**src/rtl/fft_sweep_ctrl.sv**
```systemverilog
// Stepped down-converter sweep controller: tune, settle, run N FFT detect frames, report hits.
// Build option FFT_SWEEP_CONTINUOUS_EN restarts from STEP_MIN after every sweep until aborted.
//   state  | meaning
//   IDLE   | waiting for start
//   CONFIG | load strobe to down-converter
//   SETTLE | wait for ready, then settle count
//   RUN    | FFT enabled, counting frames
//   NEXT   | report hit, advance step
//   DONE   | sweep complete pulse
module fft_sweep_ctrl #(
    parameter int unsigned STEP_MIN        = 0,
    parameter int unsigned STEP_MAX        = 127,
    parameter int unsigned STEP_INC        = 1,
    parameter int unsigned FRAMES_PER_STEP = 4,
    parameter int unsigned SETTLE_CYCLES   = 256,
    parameter int unsigned TIMEOUT_CYCLES  = 1000000
) (
    input  logic       sys_clk,
    input  logic       sys_rst,
    input  logic       s_sweep_start,
    input  logic       s_sweep_abort,
    output logic [6:0] m_convert_config_step,
    output logic       m_convert_config_valid,
    input  logic       s_convert_config_ready,
    input  logic       s_frame_end,
    input  logic       s_frame_hit,
    output logic       m_fft_enable,
    output logic       m_sweep_busy,
    output logic       m_hit_valid,
    output logic [6:0] m_hit_step,
    output logic       m_sweep_done,
    output logic       m_err_timeout
);

    typedef enum logic [2:0] {
        S_IDLE, S_CONFIG, S_SETTLE, S_RUN, S_NEXT, S_DONE
    } state_t;

    localparam logic [6:0]  LP_STEP_MIN     = 7'(STEP_MIN);
    localparam logic [7:0]  LP_STEP_MAX     = 8'(STEP_MAX);
    localparam logic [7:0]  LP_STEP_INC     = 8'(STEP_INC);
    localparam logic [7:0]  LP_FRAME_LAST   = 8'(FRAMES_PER_STEP - 1);
    localparam logic [15:0] LP_SETTLE       = 16'(SETTLE_CYCLES);
    localparam logic [31:0] LP_TIMEOUT_LAST = 32'(TIMEOUT_CYCLES - 1);

    state_t      r_state;
    logic [6:0]  r_step;
    logic [7:0]  r_frame_cnt;
    logic        r_hit_acc;
    logic [15:0] r_settle_cnt;
    logic [31:0] r_to_cnt;
    logic        r_frame_prev;
    logic        r_cfg_valid;
    logic        r_fft_en;
    logic        r_busy;
    logic        r_hit_valid;
    logic [6:0]  r_hit_step;
    logic        r_done;
    logic        r_err;

    logic       w_frame_edge;
    logic       w_to_expired;
    logic       w_frame_evt;
    logic       w_hit_in;
    logic [7:0] w_step_sum;

    // A real frame edge wins over a coincident timeout; the timeout only fills in a missing frame.
    assign w_frame_edge = s_frame_end & ~r_frame_prev;
    assign w_to_expired = (r_to_cnt == 32'd0);
    assign w_frame_evt  = w_frame_edge | w_to_expired;
    assign w_hit_in     = w_frame_edge & s_frame_hit;
    assign w_step_sum   = {1'b0, r_step} + LP_STEP_INC;

    always_ff @(posedge sys_clk) begin
        if (sys_rst) begin
            r_state      <= S_IDLE;
            r_step       <= LP_STEP_MIN;
            r_frame_cnt  <= 8'd0;
            r_hit_acc    <= 1'b0;
            r_settle_cnt <= 16'd0;
            r_to_cnt     <= 32'd0;
            r_frame_prev <= 1'b0;
            r_cfg_valid  <= 1'b0;
            r_fft_en     <= 1'b0;
            r_busy       <= 1'b0;
            r_hit_valid  <= 1'b0;
            r_hit_step   <= 7'd0;
            r_done       <= 1'b0;
            r_err        <= 1'b0;
        end else begin
            r_frame_prev <= s_frame_end;
            r_cfg_valid  <= 1'b0;
            r_hit_valid  <= 1'b0;
            r_done       <= 1'b0;
            if (s_sweep_abort && (r_state != S_IDLE)) begin
                r_state  <= S_IDLE;
                r_fft_en <= 1'b0;
                r_busy   <= 1'b0;
            end else begin
                case (r_state)
                    S_IDLE: begin
                        if (s_sweep_start && !s_sweep_abort) begin
                            r_step      <= LP_STEP_MIN;
                            r_frame_cnt <= 8'd0;
                            r_hit_acc   <= 1'b0;
                            r_err       <= 1'b0;
                            r_cfg_valid <= 1'b1;
                            r_busy      <= 1'b1;
                            r_state     <= S_CONFIG;
                        end
                    end
                    S_CONFIG: begin
                        r_settle_cnt <= LP_SETTLE;
                        r_state      <= S_SETTLE;
                    end
                    S_SETTLE: begin
                        if (!s_convert_config_ready) begin
                            r_settle_cnt <= LP_SETTLE;
                        end else if (r_settle_cnt == 16'd0) begin
                            r_to_cnt <= LP_TIMEOUT_LAST;
                            r_fft_en <= 1'b1;
                            r_state  <= S_RUN;
                        end else begin
                            r_settle_cnt <= r_settle_cnt - 16'd1;
                        end
                    end
                    S_RUN: begin
                        if (w_frame_evt) begin
                            r_to_cnt <= LP_TIMEOUT_LAST;
                            if (!w_frame_edge) begin
                                r_err <= 1'b1;
                            end
                            if (r_frame_cnt == LP_FRAME_LAST) begin
                                r_fft_en    <= 1'b0;
                                r_hit_valid <= r_hit_acc | w_hit_in;
                                r_hit_step  <= r_step;
                                r_state     <= S_NEXT;
                            end else begin
                                r_frame_cnt <= r_frame_cnt + 8'd1;
                                r_hit_acc   <= r_hit_acc | w_hit_in;
                            end
                        end else begin
                            r_to_cnt <= r_to_cnt - 32'd1;
                        end
                    end
                    S_NEXT: begin
                        r_frame_cnt <= 8'd0;
                        r_hit_acc   <= 1'b0;
                        if (w_step_sum > LP_STEP_MAX) begin
                            r_done  <= 1'b1;
                            r_state <= S_DONE;
                        end else begin
                            r_step      <= w_step_sum[6:0];
                            r_cfg_valid <= 1'b1;
                            r_state     <= S_CONFIG;
                        end
                    end
                    S_DONE: begin
`ifdef FFT_SWEEP_CONTINUOUS_EN
                        r_step      <= LP_STEP_MIN;
                        r_cfg_valid <= 1'b1;
                        r_state     <= S_CONFIG;
`else
                        r_busy  <= 1'b0;
                        r_state <= S_IDLE;
`endif
                    end
                    default: begin
                        r_fft_en <= 1'b0;
                        r_busy   <= 1'b0;
                        r_state  <= S_IDLE;
                    end
                endcase
            end
        end
    end

    assign m_convert_config_step  = r_step;
    assign m_convert_config_valid = r_cfg_valid;
    assign m_fft_enable           = r_fft_en;
    assign m_sweep_busy           = r_busy;
    assign m_hit_valid            = r_hit_valid;
    assign m_hit_step             = r_hit_step;
    assign m_sweep_done           = r_done;
    assign m_err_timeout          = r_err;

endmodule

```
**config.mk**
```make
export PLATFORM = sky130hd
export DESIGN_NAME = fft_sweep_ctrl
export DESIGN_NICKNAME = d
export VERILOG_FILES = /design/src/rtl/fft_sweep_ctrl.sv
export SDC_FILE = /design/constraint.sdc
export NUM_CORES = 1
export LEC_CHECK = 0
export ABC_AREA = 1
export CORE_MARGIN = 1.5
export CORE_UTILIZATION = 50
export CTS_BUF_LIST = sky130_fd_sc_hd__clkbuf_2 sky130_fd_sc_hd__clkbuf_4 sky130_fd_sc_hd__clkbuf_8
export CTS_CLUSTER_DIAMETER = 120
export CTS_CLUSTER_SIZE = 20
export DETAILED_ROUTE_END_ITERATION = 12
export GPL_TIMING_DRIVEN = 1
export PLACE_DENSITY = 0.71
export SLEW_MARGIN = 20
export SYNTH_ARGS = -nofsm -noshare
export SYNTH_HDL_FRONTEND = slang
export SYNTH_SLANG_ARGS = --single-unit
```
**constraint.sdc**
```tcl
create_clock -name sys_clk -period 5.1 [get_ports sys_clk]
set_clock_uncertainty 0.2 [all_clocks]
set_input_delay 0.51 -clock sys_clk [delete_from_list [all_inputs] [get_ports sys_clk]]
set_output_delay 0.51 -clock sys_clk [all_outputs]
set_load 0.01 [all_outputs]
```
==> results of run 1 <==
==> critical path: stages <==
cell and delay [ns]:
clkdlybuf4s50_1 0.49, nor3_4 0.63, a21boi_4 0.72, nand2_1 0.30
nand3_1 0.18, nand2_1 0.06, inv_1 0.07
==> flip-flops by register name, indices dropped and copies added, names as in the netlist <==
register / cells
m_convert_config_step: 7
m_convert_config_valid: 1
m_err_timeout: 1
m_fft_enable: 1
m_hit_step: 7
m_hit_valid: 1
m_sweep_busy: 1
m_sweep_done: 1
r_frame_cnt: 8
r_frame_prev: 1
r_hit_acc: 1
r_settle_cnt: 16
r_state: 3
r_to_cnt: 32
==> through the flow <==
step / worst slack, ns / hold WS, ns / power [mW] / area, um2
2_1_floorplan: 3.15 / 0.233 / 2.16 / 4790
3_3_place_gp: 2.00 / 0.242 / 2.48 / 5110
3_5_place_dp: 1.90 / 0.243 / 2.52 / 5110
4_1_cts: 2.29 / 0.256 / 3.01 / 5310
5_1_grt: 2.08 / 0.288 / 3.32 / 5310
6_report: 2.24 / 0.254 / 3.02 / 5310
==> cell usage in the layout (no fill, tap or decap), types with 2 or more instances in the layout <==
cell type,n
clkinvlp_4,3
nand2_4,2
nor2_2,6
nand3b_1,2
xnor2_1,2
nand2_2,2
inv_2,2
nor2_1,162
o21ai_0,19
inv_1,108
nand4_1,21
dfxtp_1,81
clkdlybuf4s50_1,26
nor3b_1,3
o21ai_2,2
nor3_1,9
ha_1,5
clkbuf_8,9
xor2_1,4
nand3_1,73
nor3_4,2
nand2_1,218
o21bai_1,4
o21ai_1,3
clkinv_4,3
a21oi_1,35
==> power by group <==
group	switching, mW	total [mW]	internal, mW
logic	1.18	1.68	0.502
clock network	0.254	0.483	0.229
registers	0.105	0.850	0.744
total	1.54	3.02	1.48
==> how the worst max path moves through the flow <==
stage / startpoint / end / cells after the start
finish: s_sweep_abort / r_to_cnt[14] / 7
global route: s_sweep_abort / r_to_cnt[18] / 7
CTS: s_sweep_abort / r_to_cnt[18] / 7
detailed placement: s_sweep_abort / r_to_cnt[18] / 7
global placement: s_sweep_abort / r_to_cnt[18] / 7
floorplan: r_to_cnt[0] / m_hit_step[4] / 11
==> synth_stat cells (2+ instances only) <==
library cell,instances
inv_1,108
xor2_1,4
dfxtp_1,81
buf_4,5
nor3b_1,3
o21ai_0,19
nor3_1,9
ha_1,5
clkbuf_1,5
nor2_2,6
nand2_1,218
nand2_2,2
a21oi_1,35
nor2_1,162
buf_6,2
o21bai_1,4
o21ai_2,2
nor3_4,2
nand2_4,2
nand4_1,21
xnor2_1,2
nand3_1,73
o21ai_1,3
buf_2,6
inv_2,2
nand3b_1,2
==> area by class of cell <==
class,instances,area [um2],share of cell area (%)
Multi-Input combinational cell,581,2630,49.5
Timing Repair Buffer,27,268,5.04
Sequential cell,81,1620,30.5
Clock inverter,7,78.8,1.48
Tap cell,129,161,3.04
Inverter,113,432,8.13
Clock buffer,9,124,2.33
==> kinds of logic after synthesis <==
logic type	share of synthesized area, %
flip-flops	33.9
AND/OR/NAND/NOR	44.6
XOR/XNOR	1.10
AO/OA/AOI/OAI	7.81
adder cells (fa/ha/maj)	1.31
buffers and inverters	11.3
==> routing by layer <==
layer / global-route usage [%] / wire length (um) / up-vias
li1: - / - / 2521
met1: 30.5 / 5200 / 2212
met4: 7.26 / 166 / 0
met5: 0 / 0 / -
met2: 41.1 / 5420 / 109
met3: 3.19 / 459 / 16
==> summary.txt, run 1 <==
status = finished, final reports clean
CTS Buffer Depth = 2
measured slew at the worst slew-check pin = 1.01 ns
Area growth syn-to-layout = 10.9%
clock latency on the worst-skew pair = 0.36 ns
Final #Nets = 825
TritonCTS Buffers = 9
# hold bufs at CTS = 0
non-filler instance count after layout = 947
final hold violations = 0
Hold WC Path Type = register to register
kind of critical path = input port to register
Chip Width = 101 um
number of synthesized flops with an enable pin = 0
detailed-route via count = 4858
CTS tree = built
RD Place Congestion = 0.862
Yosys reg bits = 81
startpoint class of the critical path = input port
largest net degree at the start of global routing = 28
vias per inst = 5.13
yosys warns = 0
RSZ-0062 raised after global routing = false
worst rel slew slack = 32.3%
WP data required = 5.20 ns
initial antenna violation count = 0
drt pass-1 iters = 5
Critical Path AT = 2.96 ns
dominant cell type by area after synthesis = dfxtp_1
layout cells sized above 1 = 4.77%
hold path startpoint = m_err_timeout
Finish-stage setup viols = 0
CP endpoint kind = register
setup_tns = 0 ns
worst hold stages = 2
# IOs = 27
Seq/Total Area, Yosys = 33.9%
VDD IR max = 0.000321 V
pwr/cell area = 568 nW/um2
Final period util = 56.1%
post-route ant nets = 0
vias in the first global route = 4321
ys async rst share = 0%
n_diodes = 0
Crit Path Max Fanout = 27
mapped cell area = 4790 um2
reg2reg path depth = 10
Syn Inst Count = 793
CTS-repair resized insts = 0
Hold Path Sink = m_err_timeout
FMAX = 350 MHz
site row count = 35
Tot GR Track Use = 23.7%
core region area = 9280 um2
starting density of the core = 51.6%
Reg2Reg Setup Slack = 2.49 ns
top-area cell type share of the netlist area = 33.9%
root buf cell = clkbuf_8
post-DP HPWL = 8.22 mm
Main synth FF type = dfxtp_1
Final Max Tran Viols = 0
dpl cells = 931
Area contributors post-synth = dfxtp_1 34%, nand2_1 17%, nor2_1 13%
worst r2r dst = r_to_cnt[28]
PortBufs = 26
Chip Height = 101 um
postcts setup bufs = 0
initial drt markers = 241
clk sinks = 81
H-Tree Depth = 3
drt wl/cell = 11.9 um
Max Cap Viol = 0
GRT Residual Overflow = 0
Pleak = 2.52 nW
Post-Route WL = 11.2 mm
Die ar. = 10200 um2
Mapped Nets = 805
Yosys cell types = 36
first-pass GRT wire length = 19.5 mm
filler instances = 927
Residual DRC = 0
Worst-path clk slew = 0.09 ns
clock period minus worst slack = 2.86 ns
Synth Area per Inst = 6.04 um2
final core occ = 57.2%
Worst R2R Start = r_state[1]
No activity file was read; power rests on OpenSTA's default activity.
==> inputs of run 2 (changes only) <==
==> constraint.sdc (replaced) <==
create_clock -name sys_clk -period 2.65 [get_ports sys_clk]
set_clock_uncertainty 0.2 [all_clocks]
set_input_delay 0.265 -clock sys_clk [delete_from_list [all_inputs] [get_ports sys_clk]]
set_output_delay 0.265 -clock sys_clk [all_outputs]
set_load 0.01 [all_outputs]
==> run 2 against run 1 <==
Clock power is 110% higher. Wire length is 2.2% higher. Cell area is 2.3% higher. Register-to-register slack got worse by 2.2 ns. Sequential power grew 92%. Worst hold slack got worse by 0.0025 ns. Combinational power up 98%. Cell count grew 1.4%. Sequential cell count unchanged.
==> summary.txt, run 2 (synthesis results as in run 1) <==
Post-Route WL = 11.5 mm (+2.2%)
post-route ant nets = 0 (unchanged)
most common cell after layout, fill and taps aside = nand2_1
vias per inst = 5.12 (-0.28%)
site row count = 35 (unchanged)
worst setup margin = 0.319 ns (-1.92 ns)
FMAX = 429 MHz
setup_tns = 0 ns (unchanged)
worst rel slew slack = 65.3% (+33 points)
Final period util = 88.0%
H-Tree Depth = 3 (unchanged)
clock latency on the worst-skew pair = 0.36 ns (about the same)
TritonCTS Buffers = 9 (unchanged)
Setup WS pre-CTS = 0.329 ns (-1.58 ns)
Pleak = 2.60 nW (+3.4%)
drt wl/cell = 12.0 um (+0.79%)
vias in the first global route = 4541 (+5.1%)
n_diodes = 0 (unchanged)
startpoint class of the critical path = register
clk sinks = 81 (unchanged)
Top reg by flops = r_to_cnt
VDD IR max = 0.000646 V (+100%)
clock period minus worst slack = 2.33 ns
Die ar. = 10200 um2 (unchanged)
Residual DRC = 0 (unchanged)
commonest non-fill, non-tap cells in the layout = 218 x nand2_1, 162 x nor2_1, 108 x inv_1, 81 x dfxtp_1, 73 x nand3_1
Worst-path clk slew = 0.09 ns (about the same)
dpl cells = 944 (+1.4%)
detailed-route via count = 4911 (+1.1%)
Chip Height = 101 um (unchanged)
filler instances = 910 (-1.8%)
Crit Path Max Fanout = 10 (-63%)
# hold bufs at CTS = 0 (unchanged)
RSZ-0062 raised after global routing = false
design area = 5440 um2 (+2.3%)
placed instance area = 5210 um2 (+1.9%)
Finish-stage setup viols = 0 (unchanged)
Final Max Tran Viols = 0 (unchanged)
starting density of the core = 51.6% (unchanged)
Tot Pwr = 5.97 mW (+98%)
pwr/cell area = 1100 nW/um2 (+93%)
CP endpoint kind = register
RD Place Congestion = 0.904 (+4.8%)
Chip Width = 101 um (unchanged)
CTS tree = built
Tot GR Track Use = 24.4% (+0.66 points)
PortBufs = 26 (unchanged)
post-DP HPWL = 8.49 mm (+3.3%)
first-pass GRT wire length = 19.9 mm (+2.3%)
Max Cap Viol = 0 (unchanged)
initial drt markers = 288 (+20%)
Area growth syn-to-layout = 13.5%
Hold WC Path Type = register to register
CTS Buffer Depth = 2 (unchanged)
# IOs = 27 (unchanged)
layout cells sized above 1 = 6.26% (+1.5 points)
GRT Residual Overflow = 0 (unchanged)
status = finished, final reports clean
largest net degree at the start of global routing = 28 (unchanged)
core region area = 9280 um2 (unchanged)
measured slew at the worst slew-check pin = 0.520 ns (-0.488 ns)
non-filler instance count after layout = 960 (+1.4%)
max reg flops = 32 (unchanged)
initial antenna violation count = 0 (unchanged)
final hold violations = 0 (unchanged)
WP data required = 2.69 ns (-2.51 ns)
kind of critical path = register to register
drt pass-1 iters = 5 (unchanged)
Critical Path AT = 2.37 ns (-0.59 ns)
root buf cell = clkbuf_8
Top Registers = r_to_cnt: 32 flops, r_settle_cnt: 16 flops, r_frame_cnt: 8 flops
Final #Nets = 838 (+1.6%)
## run 2: worst paths after layout
path,to,slack (ns),from,cells past startpoint
setup / recovery,r_state[1],0.32,r_to_cnt[0],9
setup reg to reg,r_state[1],0.32,r_to_cnt[0],9
hold / removal,m_err_timeout,0.25,m_err_timeout,2
hold reg to reg,m_err_timeout,0.25,m_err_timeout,2
## run 2: metal layers
| layer | up-vias | wire [um] | track usage [%] |
|---|---|---|---|
| met4 | 0 | 191 | 9.32 |
| met5 | - | 0 | 0 |
| met2 | 127 | 5350 | 41.6 |
| met1 | 2219 | 5350 | 30.5 |
| li1 | 2545 | - | - |
| met3 | 20 | 593 | 4.44 |
## run 2: area by class of cell
type / instances / area (um2) / area share [%]
Multi-Input combinational cell: 581 / 2630 / 48.4
Sequential cell: 81 / 1620 / 29.8
Inverter: 113 / 432 / 7.94
Timing Repair Buffer: 40 / 365 / 6.72
Tap cell: 129 / 161 / 2.97
Clock buffer: 10 / 131 / 2.42
Clock inverter: 6 / 91.3 / 1.68
## run 2: worst max-delay path: stages (launching register included)
cell and delay, ns:
dfxtp_1 0.35, inv_1 0.10, ha_1 0.21, nand2_1 0.15, nor2_4 0.18, nand2_1 0.10, o21ai_2 0.46, nand3_1 0.22
o21ai_0 0.20, inv_1 0.05
## run 2: per-stage QoR
stage,hold WS [ns],utilization (%)
global route,0.260,58.5
detailed placement,0.241,56.1
finish,0.251,58.5
CTS,0.244,58.5
floorplan,0.190,-
global placement,0.241,56.1
## run 2: repair_timing
action,in CTS,in global routing
gates resized for setup,0,1
setup buffers,0,0
setup endpoints to repair,0,1
## run 2: power breakdown
| part | switching (mW) | internal [mW] | total (mW) |
|---|---|---|---|
| Sequential | 0.198 | 1.43 | 1.63 |
| Clock | 0.471 | 0.547 | 1.02 |
| Combinational | 2.30 | 1.02 | 3.32 |
| Total | 2.97 | 2.99 | 5.97 |
==> inputs of run 3 (changes only) <==
--- a/config.mk
+++ b/config.mk
@@ -6,6 +6,7 @@
 export NUM_CORES = 1
 export LEC_CHECK = 0
 export ABC_AREA = 1
+export CORE_ASPECT_RATIO = 0.6
 export CORE_MARGIN = 1.5
 export CORE_UTILIZATION = 50
 export CTS_BUF_LIST = sky130_fd_sc_hd__clkbuf_2 sky130_fd_sc_hd__clkbuf_4 sky130_fd_sc_hd__clkbuf_8
==> run 3 against run 2 <==
Largest power group unchanged. Power grew 2.1%. Global-route usage up 2.3 points. Sequential share of layout area about the same. Cell area is essentially flat. Highest routed layer unchanged. Sequential cell count is the same. Clock-buffer cell count increased by 2. Critical path type unchanged. Combinational power is 6% higher.
==> summary.txt, run 3 (synthesis results as in run 1) <==
status = finished, final reports clean
Worst-path clk slew = 0.08 ns (about the same)
Final Max Tran Viols = 0 (unchanged)
site row count = 27 (-23%)
Top reg by flops = r_to_cnt
final hold violations = 0 (unchanged)
CTS tree = built
startpoint class of the critical path = register
core region area = 9220 um2 (-0.66%)
Worst path slowest cell = dfxtp_1
drt wl/cell = 13.2 um (+9.9%)
RD Place Congestion = 0.921 (+1.9%)
# hold bufs at CTS = 0 (unchanged)
first-pass GRT wire length = 21.3 mm (+6.7%)
GRT Residual Overflow = 0 (unchanged)
worst rel slew slack = 66.7% (+1.4 points)
Final #Nets = 841 (+0.36%)
worst setup margin = 0.220 ns (-0.0993 ns)
drt pass-1 iters = 5 (unchanged)
placed instance area = 5230 um2 (+0.46%)
H-Tree Depth = 3 (unchanged)
Residual DRC = 0 (unchanged)
max incr delay on CP = 0.35 ns (-0.11 ns)
largest net degree at the start of global routing = 20 (-29%)
Finish-stage setup viols = 0 (unchanged)
detailed-route via count = 5008 (+2.0%)
commonest non-fill, non-tap cells in the layout = 218 x nand2_1, 161 x nor2_1, 108 x inv_1, 81 x dfxtp_1, 73 x nand3_1
pwr/cell area = 1120 nW/um2 (+2.2%)
VDD IR max = 0.000467 V (-28%)
clock latency on the worst-skew pair = 0.36 ns (about the same)
vias in the first global route = 4470 (-1.6%)
WP data required = 2.70 ns (about the same)
Crit Path Max Fanout = 10 (unchanged)
vias per inst = 5.20 (+1.7%)
most common cell after layout, fill and taps aside = nand2_1
Critical Path AT = 2.48 ns (+0.11 ns)
RSZ-0062 raised after global routing = false
n_diodes = 0 (unchanged)
CTS Buffer Depth = 2 (unchanged)
TritonCTS Buffers = 9 (unchanged)
Area growth syn-to-layout = 13.4% (about the same)
Tot GR Track Use = 26.7% (+2.3 points)
initial drt markers = 623 (+120%)
setup_tns = 0 ns (unchanged)
Setup WS pre-CTS = 0.261 ns (-0.0681 ns)
Hold WC Path Type = register to register
Die ar. = 10200 um2 (+0.18%)
critical-path cell list = inv_1 -> ha_1 -> nand2_1 -> nor2_4 -> nand2_1 -> nor2_2 -> nor2_1 -> nor2_1 -> nor2_2 -> buf_4 -> inv_2 -> nor2_1
max reg flops = 32 (unchanged)
FMAX = 412 MHz (-4.1%)
Post-Route WL = 12.7 mm (+10%)
PortBufs = 26 (unchanged)
Chip Width = 129 um (+28%)
Final period util = 91.7% (+3.7 points)
measured slew at the worst slew-check pin = 0.499 ns (-0.0212 ns)
Top Registers = r_to_cnt: 32 flops, r_settle_cnt: 16 flops, r_frame_cnt: 8 flops
initial antenna violation count = 0 (unchanged)
Pleak = 2.61 nW (+0.19%)
root buf cell = clkbuf_8
CP Buf/Inv Count = 3 (+1)
layout cells sized above 1 = 6.60% (+0.35 points)
post-route ant nets = 0 (unchanged)
kind of critical path = register to register
CP endpoint kind = register
Tot Pwr = 6.09 mW (+2.1%)
# IOs = 27 (unchanged)
starting density of the core = 51.9% (+0.34 points)
design area = 5430 um2 (about the same)
CP delay by family, top = simple AND/OR/NAND/NOR gates
post-DP HPWL = 9.67 mm (+14%)
Chip Height = 78.8 um (-22%)
clock period minus worst slack = 2.43 ns (+0.0993 ns)
Max Cap Viol = 0 (unchanged)
most used cell, CP = nor2_1
clk sinks = 81 (unchanged)
==> run 3: changes by cell type in the layout (fill, tap and decap cells not counted) <==
cell       before  now
nor2_1        162  161
buf_4          14   17
nor2_2          5    7
bufinv_16       2    1
nor2_4          2    1
clkinv_2        1    2
clkinv_4        3    1
inv_6           1    0
clkbuf_8        9   11
==> run 3: report_power, final <==
| group | internal, mW | switching (mW) |
|---|---|---|
| combinational | 1.03 | 2.48 |
| sequential | 1.43 | 0.219 |
| clock | 0.489 | 0.441 |
| total | 2.95 | 3.14 |
==> run 3: timing repair <==
action / CTS / global route
setup buffers: 0 / 0
endpoints found under the setup margin: 0 / 8
gates resized for setup: 0 / 1
==> run 3: through the flow <==
stage | instances | hold slack [ns] | util [%]
final | 963 | 0.258 | 58.9
after global routing | 963 | 0.285 | 58.9
after CTS | 963 | 0.256 | 58.9
after detailed placement | 948 | 0.245 | 56.7
after global placement | 948 | 0.241 | 56.7
after floorplan | 793 | 0.190 | -
==> run 3: tightest hold or removal path, delay by kind of cell (launching register included) <==
| kind | cells | cell delay [ns] |
|---|---|---|
| buffers and inverters | 1 | 0.06 |
| flip-flops | 1 | 0.30 |
| AO/OA/AOI/OAI | 1 | 0.06 |
==> run 3: cell type report <==
type                    instances  area, um2
inverters                     113        432
multi-input cells             581       2630
clock buffers                  12        159
flip-flops and latches         81       1620
repair buffers                 43        388
well taps                     130        163
fillers                       891       3790
clock inverters                 3       40.0
==> run 3: layer usage <==
metal	share of wire, %	track usage [%]
met2	38	36.2
met3	10	5.19
met1	50	41.3
met4	1.6	8.65
met5	0	0
==> run 3: final timing paths <==
kind / slack [ns] / end / cells after the start / start
setup / recovery: 0.22 / r_to_cnt[7] / 12 / r_to_cnt[0]
hold / removal: 0.26 / r_hit_acc / 2 / r_hit_acc
hold reg to reg: 0.26 / r_hit_acc / 2 / r_hit_acc
setup reg to reg: 0.22 / r_to_cnt[7] / 12 / r_to_cnt[0]
